$ cat config.mk
export PLATFORM = sky130hd
export DESIGN_NAME = ll_head_table_ctrl
export DESIGN_NICKNAME = d
export VERILOG_FILES = /design/src/rtl/ll_head_table_ctrl.sv
export SDC_FILE = /design/constraint.sdc
export NUM_CORES = 2
export LEC_CHECK = 0
export CAP_MARGIN = 20
export CORE_ASPECT_RATIO = 1.5
export CORE_UTILIZATION = 41
export CTS_BUF_LIST = sky130_fd_sc_hd__clkbuf_8
export CTS_CLUSTER_DIAMETER = 100
export DETAILED_ROUTE_END_ITERATION = 6
export PLACE_DENSITY = 0.58
export SLEW_MARGIN = 20
export SYNTH_ARGS = -nofsm -noshare
export SYNTH_HDL_FRONTEND = slang
export SYNTH_SLANG_ARGS = --single-unit
export TNS_END_PERCENT = 5
$ cat constraint.sdc
create_clock -name clk_i -period 5 [get_ports clk_i]
set_input_delay 1 -clock clk_i [delete_from_list [all_inputs] [get_ports clk_i]]
set_output_delay 1 -clock clk_i [all_outputs]
set_load 0.1 [all_outputs]
$ cat src/rtl/ll_head_table_ctrl.sv
// ll_head_table_ctrl: command front-end and head-table owner for the linked-list engine.
// Looks up a bucket's head pointer, issues one engine command at a time, applies the
// engine's head-table update inside the command/result window, and returns the result.
module ll_head_table_ctrl #(
  parameter int         KEY_WIDTH    = 32,
  parameter int         PTR_WIDTH    = 10,
  parameter int         BUCKET_WIDTH = 8,
  parameter logic [2:0] RES_ILLEGAL  = 3'd7
) (
  input  logic                    clk_i,
  input  logic                    rst_i,
  input  logic                    usr_cmd_valid_i,
  output logic                    usr_cmd_ready_o,
  input  logic [BUCKET_WIDTH-1:0] usr_cmd_bucket_i,
  input  logic [KEY_WIDTH-1:0]    usr_cmd_key_i,
  input  logic [1:0]              usr_cmd_opcode_i,
  output logic                    usr_res_valid_o,
  input  logic                    usr_res_ready_i,
  output logic [BUCKET_WIDTH-1:0] usr_res_bucket_o,
  output logic [KEY_WIDTH-1:0]    usr_res_key_o,
  output logic [1:0]              usr_res_opcode_o,
  output logic [2:0]              usr_res_rescode_o,
  output logic [2:0]              usr_res_chain_state_o,
  output logic                    ll_cmd_valid_o,
  input  logic                    ll_cmd_ready_i,
  output logic [KEY_WIDTH-1:0]    ll_cmd_key_o,
  output logic [1:0]              ll_cmd_opcode_o,
  output logic [PTR_WIDTH-1:0]    ll_cmd_head_ptr_o,
  output logic                    ll_cmd_head_ptr_val_o,
  input  logic                    ll_res_valid_i,
  output logic                    ll_res_ready_o,
  input  logic [KEY_WIDTH-1:0]    ll_res_key_i,
  input  logic [1:0]              ll_res_opcode_i,
  input  logic [2:0]              ll_res_rescode_i,
  input  logic [2:0]              ll_res_chain_state_i,
  input  logic [PTR_WIDTH-1:0]    ht_wr_data_ptr_i,
  input  logic                    ht_wr_data_ptr_val_i,
  input  logic                    ht_wr_en_i,
  input  logic                    clear_run_i,
  output logic                    clear_done_o,
  output logic                    err_o
);

  localparam int DEPTH = 1 << BUCKET_WIDTH;
  localparam int ENT_W = PTR_WIDTH + 1;
  localparam logic [BUCKET_WIDTH-1:0] CNT_LAST     = '1;
  localparam logic [BUCKET_WIDTH-1:0] CNT_PRE_LAST = CNT_LAST - 1'b1;
  localparam logic [1:0] OP_INSERT = 2'd0;
  localparam logic [1:0] OP_DELETE = 2'd1;
  localparam logic [1:0] OP_DEQ    = 2'd2;

  typedef enum logic [2:0] {S_CLEAR, S_IDLE, S_ILL, S_ISSUE, S_WAIT, S_RESP} state_t;

  state_t                  state_q;
  logic [BUCKET_WIDTH-1:0] cnt_q;
  logic [BUCKET_WIDTH-1:0] bucket_q;
  logic [KEY_WIDTH-1:0]    key_q;
  logic [1:0]              opcode_q;
  logic                    usr_cmd_ready_q;
  logic                    ll_cmd_valid_q;
  logic                    ll_res_ready_q;
  logic                    usr_res_valid_q;
  logic [KEY_WIDTH-1:0]    res_key_q;
  logic [1:0]              res_opcode_q;
  logic [2:0]              res_rescode_q;
  logic [2:0]              res_chain_q;
  logic                    clear_done_q;
  logic                    err_q;

  // Head table {val, ptr}; contents are not reset, the CLEAR walk zeroes them.
  logic [ENT_W-1:0]        mem [DEPTH];
  logic [ENT_W-1:0]        rd_q;
  logic                    mem_we;
  logic [BUCKET_WIDTH-1:0] mem_waddr;
  logic [ENT_W-1:0]        mem_wdata;

  logic usr_cmd_hs, ll_cmd_hs, ll_res_hs, usr_res_hs, legal_op, wr_window;

  assign usr_cmd_hs = usr_cmd_valid_i & usr_cmd_ready_q;
  assign ll_cmd_hs  = ll_cmd_valid_q & ll_cmd_ready_i;
  assign ll_res_hs  = ll_res_valid_i & ll_res_ready_q;
  assign usr_res_hs = usr_res_valid_q & usr_res_ready_i;
  assign legal_op   = (usr_cmd_opcode_i == OP_INSERT) || (usr_cmd_opcode_i == OP_DELETE) ||
                      (usr_cmd_opcode_i == OP_DEQ);
  // Window opens on the command handshake and stays open through the result handshake
  // (ll_res_ready_q is high exactly while waiting for the result).
  assign wr_window  = ll_cmd_hs | ll_res_ready_q;

  // Table write port: clear walk has priority; engine updates only land inside the window.
  always_comb begin
    mem_we    = 1'b0;
    mem_waddr = bucket_q;
    mem_wdata = {ht_wr_data_ptr_val_i, ht_wr_data_ptr_i};
    if (state_q == S_CLEAR) begin
      mem_we    = 1'b1;
      mem_waddr = cnt_q;
      mem_wdata = '0;
    end else if (ht_wr_en_i && wr_window) begin
      mem_we = 1'b1;
    end
  end

  // Table storage with registered read, sampled on the user command handshake.
  always_ff @(posedge clk_i) begin
    if (mem_we) mem[mem_waddr] <= mem_wdata;
    if (usr_cmd_hs) rd_q <= mem[usr_cmd_bucket_i];
  end

  // Main control FSM with registered handshake outputs and sticky error.
  always_ff @(posedge clk_i or posedge rst_i) begin
    if (rst_i) begin
      state_q         <= S_CLEAR;
      cnt_q           <= '0;
      bucket_q        <= '0;
      key_q           <= '0;
      opcode_q        <= '0;
      usr_cmd_ready_q <= 1'b0;
      ll_cmd_valid_q  <= 1'b0;
      ll_res_ready_q  <= 1'b0;
      usr_res_valid_q <= 1'b0;
      res_key_q       <= '0;
      res_opcode_q    <= '0;
      res_rescode_q   <= '0;
      res_chain_q     <= '0;
      clear_done_q    <= 1'b0;
      err_q           <= 1'b0;
    end else begin
      clear_done_q <= 1'b0;
      if (ht_wr_en_i && !wr_window) err_q <= 1'b1;
      case (state_q)
        S_CLEAR: begin
          cnt_q <= cnt_q + 1'b1;
          // Pulse lines up with the cycle that writes the last entry.
          if (cnt_q == CNT_PRE_LAST) clear_done_q <= 1'b1;
          if (cnt_q == CNT_LAST) begin
            cnt_q           <= '0;
            state_q         <= S_IDLE;
            usr_cmd_ready_q <= 1'b1;
          end
        end
        S_IDLE: begin
          // A command accepted in the same cycle wins over a clear request, since the
          // user already saw ready high.
          if (usr_cmd_hs) begin
            usr_cmd_ready_q <= 1'b0;
            bucket_q        <= usr_cmd_bucket_i;
            key_q           <= usr_cmd_key_i;
            opcode_q        <= usr_cmd_opcode_i;
            if (legal_op) begin
              ll_cmd_valid_q <= 1'b1;
              state_q        <= S_ISSUE;
            end else begin
              state_q <= S_ILL;
            end
          end else if (clear_run_i) begin
            usr_cmd_ready_q <= 1'b0;
            cnt_q           <= '0;
            state_q         <= S_CLEAR;
          end
        end
        S_ILL: begin
          usr_res_valid_q <= 1'b1;
          res_key_q       <= key_q;
          res_opcode_q    <= opcode_q;
          res_rescode_q   <= RES_ILLEGAL;
          res_chain_q     <= '0;
          state_q         <= S_RESP;
        end
        S_ISSUE: begin
          if (ll_cmd_hs) begin
            ll_cmd_valid_q <= 1'b0;
            ll_res_ready_q <= 1'b1;
            state_q        <= S_WAIT;
          end
        end
        S_WAIT: begin
          if (ll_res_hs) begin
            ll_res_ready_q  <= 1'b0;
            usr_res_valid_q <= 1'b1;
            res_key_q       <= ll_res_key_i;
            res_opcode_q    <= ll_res_opcode_i;
            res_rescode_q   <= ll_res_rescode_i;
            res_chain_q     <= ll_res_chain_state_i;
            if (ll_res_key_i != key_q) err_q <= 1'b1;
            state_q <= S_RESP;
          end
        end
        S_RESP: begin
          if (usr_res_hs) begin
            usr_res_valid_q <= 1'b0;
            usr_cmd_ready_q <= 1'b1;
            state_q         <= S_IDLE;
          end
        end
        default: state_q <= S_CLEAR;
      endcase
    end
  end

  assign usr_cmd_ready_o       = usr_cmd_ready_q;
  assign usr_res_valid_o       = usr_res_valid_q;
  assign usr_res_bucket_o      = bucket_q;
  assign usr_res_key_o         = res_key_q;
  assign usr_res_opcode_o      = res_opcode_q;
  assign usr_res_rescode_o     = res_rescode_q;
  assign usr_res_chain_state_o = res_chain_q;
  assign ll_cmd_valid_o        = ll_cmd_valid_q;
  assign ll_cmd_key_o          = key_q;
  assign ll_cmd_opcode_o       = opcode_q;
  // The table read register has no reset, so the head fields are qualified by valid.
  assign ll_cmd_head_ptr_o     = ll_cmd_valid_q ? rd_q[PTR_WIDTH-1:0] : '0;
  assign ll_cmd_head_ptr_val_o = ll_cmd_valid_q & rd_q[PTR_WIDTH];
  assign ll_res_ready_o        = ll_res_ready_q;
  assign clear_done_o          = clear_done_q;
  assign err_o                 = err_q;

endmodule

# Word level (Yosys, flattened, before mapping)
# Memories as Yosys holds them, arrays and structs flattened. A register that Yosys moved wholly into a read port is not among the register bits.
# Index checks and enable logic that the tools add are counted.
op_classes:
  n_eq_ne: 19
  n_bitwise: 6
  n_addsub: 1
  reduce_logical: 21
  mux: 48
ops:
  columns: ["operator", "count"]
  rows:
  - ["case mux 32 bit (2 select lines)", 1]
  - ["2-to-1 mux 32 bit", 1]
  - ["2-to-1 mux 8 bit", 4]
  - ["!= test 32 bit", 1]
  - ["2-to-1 mux 3 bit", 8]
  - ["2-to-1 mux 1 bit", 22]
  - ["case mux 3 bit (6 select lines)", 1]
  - ["equality test 8 bit, second input constant", 2]
  - ["case mux 8 bit (2 select lines)", 1]
  - ["!= test 2 bit, second input constant", 7]
  - ["case mux 3 bit (2 select lines)", 2]
  - ["2-to-1 mux 11 bit", 1]
  - ["2-to-1 mux 10 bit", 1]
  - ["AND reduction 3 bit", 3]
  - ["adder 8 x 1 -> 8 bit, second input constant", 1]
  - ["AND reduction 4 bit", 2]
  - ["nonzero test 2 bit", 4]
  - ["equality test 3 x 2 -> 1 bit, second input constant", 2]
  - ["equality test 3 bit, second input constant", 2]
  - ["case mux 1 bit (3 select lines)", 2]
  - ["nonzero test 3 bit", 2]
  - ["bitwise AND 1 bit", 5]
  - ["AND reduction 5 bit", 1]
  - ["case mux 1 bit (2 select lines)", 2]
  - ["other kinds (14)", 17]
word_totals:
  output_inout_bits: 99
  n_memories: 1
  ram_bits: 2816
  word_cells: 111
  regBits: 99
memory_table:
  columns: ["name", "words", "word_bits", "rd", "rd_ports_with_merged_regs", "wr", "line", "text"]
  rows:
  - ["mem", 256, 11, 1, 1, 1, "71", "logic [ENT_W-1:0] mem [DEPTH];"]

# Logic depth before layout (Yosys ltp)
logic_depth:
  ltp_word: 8
  mapped_depth: 12

# Least setup slack after synthesis
# OpenSTA, ideal clock, no wires.
synth_path:
  kind: "flip-flop to flip-flop"
  start: "register state_q[0]"
  end: "memory mem[0][1] (netlist name), data pin"
  arrival_ps: 4448
  setup_slack_ps: -317
  path_stages_with_launch: 6
  path_cell_list: "dfrtp_1 -> or3_1 -> clkbuf_1 -> clkbuf_1 -> clkbuf_1 -> and2_1"
synth_between:
  elab_chain_len: 2
synth_lines:
  columns: ["item", "line", "text"]
  rows:
  - ["start: declaration", "54", "state_t state_q;"]
  - ["start signal: assignment", "112", "state_q <= S_CLEAR;"]
  - ["start signal: assignment", "137", "state_q <= S_IDLE;"]
  - ["start signal: assignment", "151", "state_q <= S_ISSUE;"]
  - ["logical NOT 3 bit", "94", "if (state_q == S_CLEAR) begin"]
  - ["2-to-1 mux 11 bit", "94", null]
  - ["named net mem_wdata[1]", "75", "logic [ENT_W-1:0] mem_wdata;"]
  - ["end: declaration", "71", null]
# The timed path passes the listed nets, and every way through them passes these cells.

# Final worst setup path
layout_path:
  start: "register ll_cmd_valid_q (netlist: ll_cmd_valid_o)"
  end: "output ll_cmd_head_ptr_o[3]"
layout_between:
  elab_chain_len: 1
layout_lines:
  columns: ["item", "line", "text"]
  rows:
  - ["start: declaration", "60", "logic ll_cmd_valid_q;"]
  - ["start signal: assignment", "118", "ll_cmd_valid_q <= 1'b0;"]
  - ["start signal: assignment", "150", "ll_cmd_valid_q <= 1'b1;"]
  - ["start signal: assignment", "171", "ll_cmd_valid_q <= 1'b0;"]
  - ["2-to-1 mux 10 bit", "211", "assign ll_cmd_head_ptr_o = ll_cmd_valid_q ? rd_q[PTR_WIDTH-1:0] : '0;"]
  - ["end: declaration", "28", "output logic [PTR_WIDTH-1:0] ll_cmd_head_ptr_o,"]
# Every way passes these cells.

==> impl_metrics.csv <==
group,metric,value,unit
hold_path,hp-class,"in -> async",
sta,slew_viol_final,0,
clocking,cts.path.max_buffers,4,
clocking,cts_tree,"yes",
worst_setup_path,critPathLaunchType,"register",
cells_and_area,finalNetCount,6525,
sta,grt_setup_unrepaired,"no",
sta,clock_skew,0.0665,ns
cells_and_area,drive_above_1_share,26.4,%
cells_and_area,nFillCells,23300,
clocking,clock-sinks,2926,
route,num_vias,61100,
cells_and_area,final_util,47.3,%
die,io_pins,200,
sta,holdWs,0.466,ns
synth,syn_area,114000,sq um
synth,synthTopCellsByArea,"edfxtp_1 (74%), mux4_2 (11%), mux2i_1 (2.8%)",
worst_setup_path,cp.arrival,3.20,ns
synth,synth-seq-cells,2926,
clocking,clkTransAtPathRegs,0.07,ns
grt,grt_first_pass_wirelength,488000,um
grt,grt_overflow,0,
synth,postSynthCellCount,5630,
grt,antenna_found_initial,24,
sta,clock.fmax,238,MHz
die,rows,237,
route,drc,0,
synth,ys_warn_count,0,
power,leakagePower,0.0427,uW
synth,syn_nets,5733,
die,die_w,433,um
route,dr.pass1.iters,6,
sta,finalCritPeriodShare,84.1,%
clocking,cts_resized,0,
power,p_sw,18900,uW
grt,grt_pass1_vias,62400,
power,p_comb_share,19.9,%
power,powerDensity,456,nW/um^2
sta,fin_crit,4.20,ns
placement,dp_hpwl,233000,um
sta,tightest_slew,1.27,ns
synth,async_reset_ff_share,3.38,%
route,ant_nets,0,
worst_setup_path,end_kind,"primary output",
synth,yosysSeqAreaShare,76.3,%
synth,yosysMostFrequentCell,"edfxtp_1",
sta,setup_viol_count_final,0,
synth,yosys.area.top_type,"edfxtp_1",
outcome,outcome,"finished clean",
placement,gp_congestion,0.937,
clocking,htree_levels,5,
power,switching_share,31.6,%
synth,synth_top_area_share,74.2,%
flow_run,drv_cap,0,
route,wirelength,352000,um
worst_setup_path,path_delay_family,"buffers and inverters",
grt,grt_usage,24.8,%
die,dieArea,281000,sq um
clocking,clk_latency,1.05,ns
sta,hold_viol,0,
synth,synth.avg_cell_area,20.3,sq um
route,viasPerCell,5.84,
power,p_seq_share,50.5,%
synth,synth_ff_type,"edfxtp_1",
power,ir_drop,535,uV
sta,fin_tns_setup,0,ns
route,routedWlPerCell,33.7,um
worst_setup_path,crit_path_top_delay_cell,"clkdlybuf4s50_1",
placement,portBuffers,199,
clocking,cts_root_buf,"clkbuf_8",
clocking,numCtsBuffers,416,
die,core-area,278000,sq um
worst_setup_path,crit_type,"reg -> out",
grt,grt_max_degree,125,
power,total_power,59900,uW
power,clock_power_share,29.6,%
worst_setup_path,required,4.00,ns
clocking,postCtsSetupBuffers,0,
worst_setup_path,max_stage_delay,1.19,ns
synth,synth_cell_types,77,
worst_setup_path,path_buf_inv,1,
cells_and_area,syn_to_final_growth,14.8,%
clocking,cts_hold_buf,0,
die,die-height,649,um
synth,synth_common_cells,"edfxtp_1 (2827), mux4_2 (566), nor2_1 (324)",
synth,synth_edf_count,2827,
power,intPower,40900,uW
worst_setup_path,path_cells,"and2_1, clkdlybuf4s50_1",
sta,relSlewSlack,14.6,%
worst_setup_path,crit_fanout,18,
route,drtIter0Drc,6528,
die,start_util,41.2,%
metrics by stage:
step / worst slack [ns] / instance area, sq um / instances
after floorplan: -0.111 / 114000 / 5630
after global placement: -0.469 / 124000 / 9700
after detailed placement: 0.310 / 124000 / 9707
after CTS: 0.705 / 131000 / 10400
after global routing: 0.675 / 131000 / 10500
final: 0.796 / 131000 / 10500
final timing paths:
path / cells after the start / start / slack, ns / to
worst min-delay path: 2 / rst_i / 0.47 / ll_cmd_key_o[12]$_DFFE_PP0P_
worst min register to register: 1 / usr_res_rescode_o[0]$_DFFE_PP0P_ / 0.51 / usr_res_rescode_o[0]$_DFFE_PP0P_
max in group asynchronous: 3 / rst_i / 3.75 / cnt_q[0]$_DFFE_PP0P_
min in group clk_i: 1 / usr_res_rescode_o[0]$_DFFE_PP0P_ / 0.51 / usr_res_rescode_o[0]$_DFFE_PP0P_
worst max-delay path: 2 / ll_cmd_valid_o$_DFFE_PP0P_ / 0.80 / ll_cmd_head_ptr_o[3]
worst max register to register: 5 / state_q[1]$_DFFE_PP0P_ / 0.85 / mem[252][1]$_DFFE_PP_
cell type report:
type / count / area, sq um / area share (%)
multi-input cells: 2358 / 25100 / 19.1
well taps: 3704 / 4630 / 3.53
diodes: 15 / 37.5 / 0.0286
clock buffers: 426 / 5860 / 4.46
repair buffers: 712 / 6660 / 5.07
inverters: 8 / 37.5 / 0.0286
flip-flops and latches: 2926 / 87400 / 66.5
clock inverters: 313 / 1690 / 1.29
logic make-up after synthesis:
family                   after synthesis  share of synthesized area (%)
adder cells (fa/ha/maj)                2                         0.0219
XOR/XNOR                              32                          0.245
multiplexers                         968                           14.7
buffers and inverters                346                           1.99
flip-flops                          2926                           76.3
AO/OA/AOI/OAI                        602                           3.62
AND/OR/NAND/NOR                      754                           3.06
power groups by stage:
| stage | Sequential, uW | Combinational (uW) | Clock, uW |
|---|---|---|---|
| finish | 30300 | 11900 | 17700 |
| global route | 30300 | 12200 | 18900 |
| CTS | 30200 | 11800 | 18000 |
| detailed placement | 30800 | 11800 | 0 |
| global placement | 30700 | 11600 | 0 |
| floorplan | 33300 | 4120 | 0 |
layout by cell type (no fill, tap or decap), drive strengths merged, types with 9 or more instances in the layout:
master | synthesis | routed
a211oi | 23 | 23
a21oi | 106 | 106
a221oi | 35 | 35
a22o | 10 | 10
a22oi | 42 | 42
a31oi | 11 | 11
and2 | 39 | 39
and3 | 9 | 9
buf | 191 | 522
bufinv | 0 | 13
clkbuf | 147 | 426
clkdlybuf4s50 | 0 | 190
clkinv | 0 | 164
dfrtp | 99 | 99
diode | 0 | 15
edfxtp | 2827 | 2827
inv | 8 | 138
mux2 | 80 | 80
mux2i | 322 | 322
mux4 | 566 | 566
nand2 | 129 | 129
nand2b | 16 | 16
nand3 | 57 | 57
nand3b | 16 | 16
nand4 | 16 | 16
nor2 | 324 | 324
nor2b | 14 | 14
nor3 | 64 | 64
nor4 | 38 | 38
o211ai | 18 | 18
o21ai | 57 | 57
o221ai | 76 | 76
o22a | 13 | 13
o22ai | 163 | 163
o31ai | 15 | 15
or3 | 11 | 11
xor2 | 32 | 32
flip-flops by register name (all words and copies together), names as in the netlist, 2 cells and up:
register / cells
mem: 2816
usr_res_bucket_o: 8
usr_res_key_o: 32
state_q: 3
rd_q: 11
usr_res_opcode_o: 2
usr_res_chain_state_o: 3
usr_res_rescode_o: 3
ll_cmd_opcode_o: 2
ll_cmd_key_o: 32
cnt_q: 8
routing by layer:
metal / vias to the layer above / GRT usage [%] / wire [um]
met3: 747 / 4.27 / 26300
li1: 25000 / - / -
met2: 3012 / 43.0 / 180000
met4: 10 / 14.7 / 23400
met1: 32300 / 28.7 / 122000
met5: - / 0 / 62
Power figures use the tool's default switching activity.
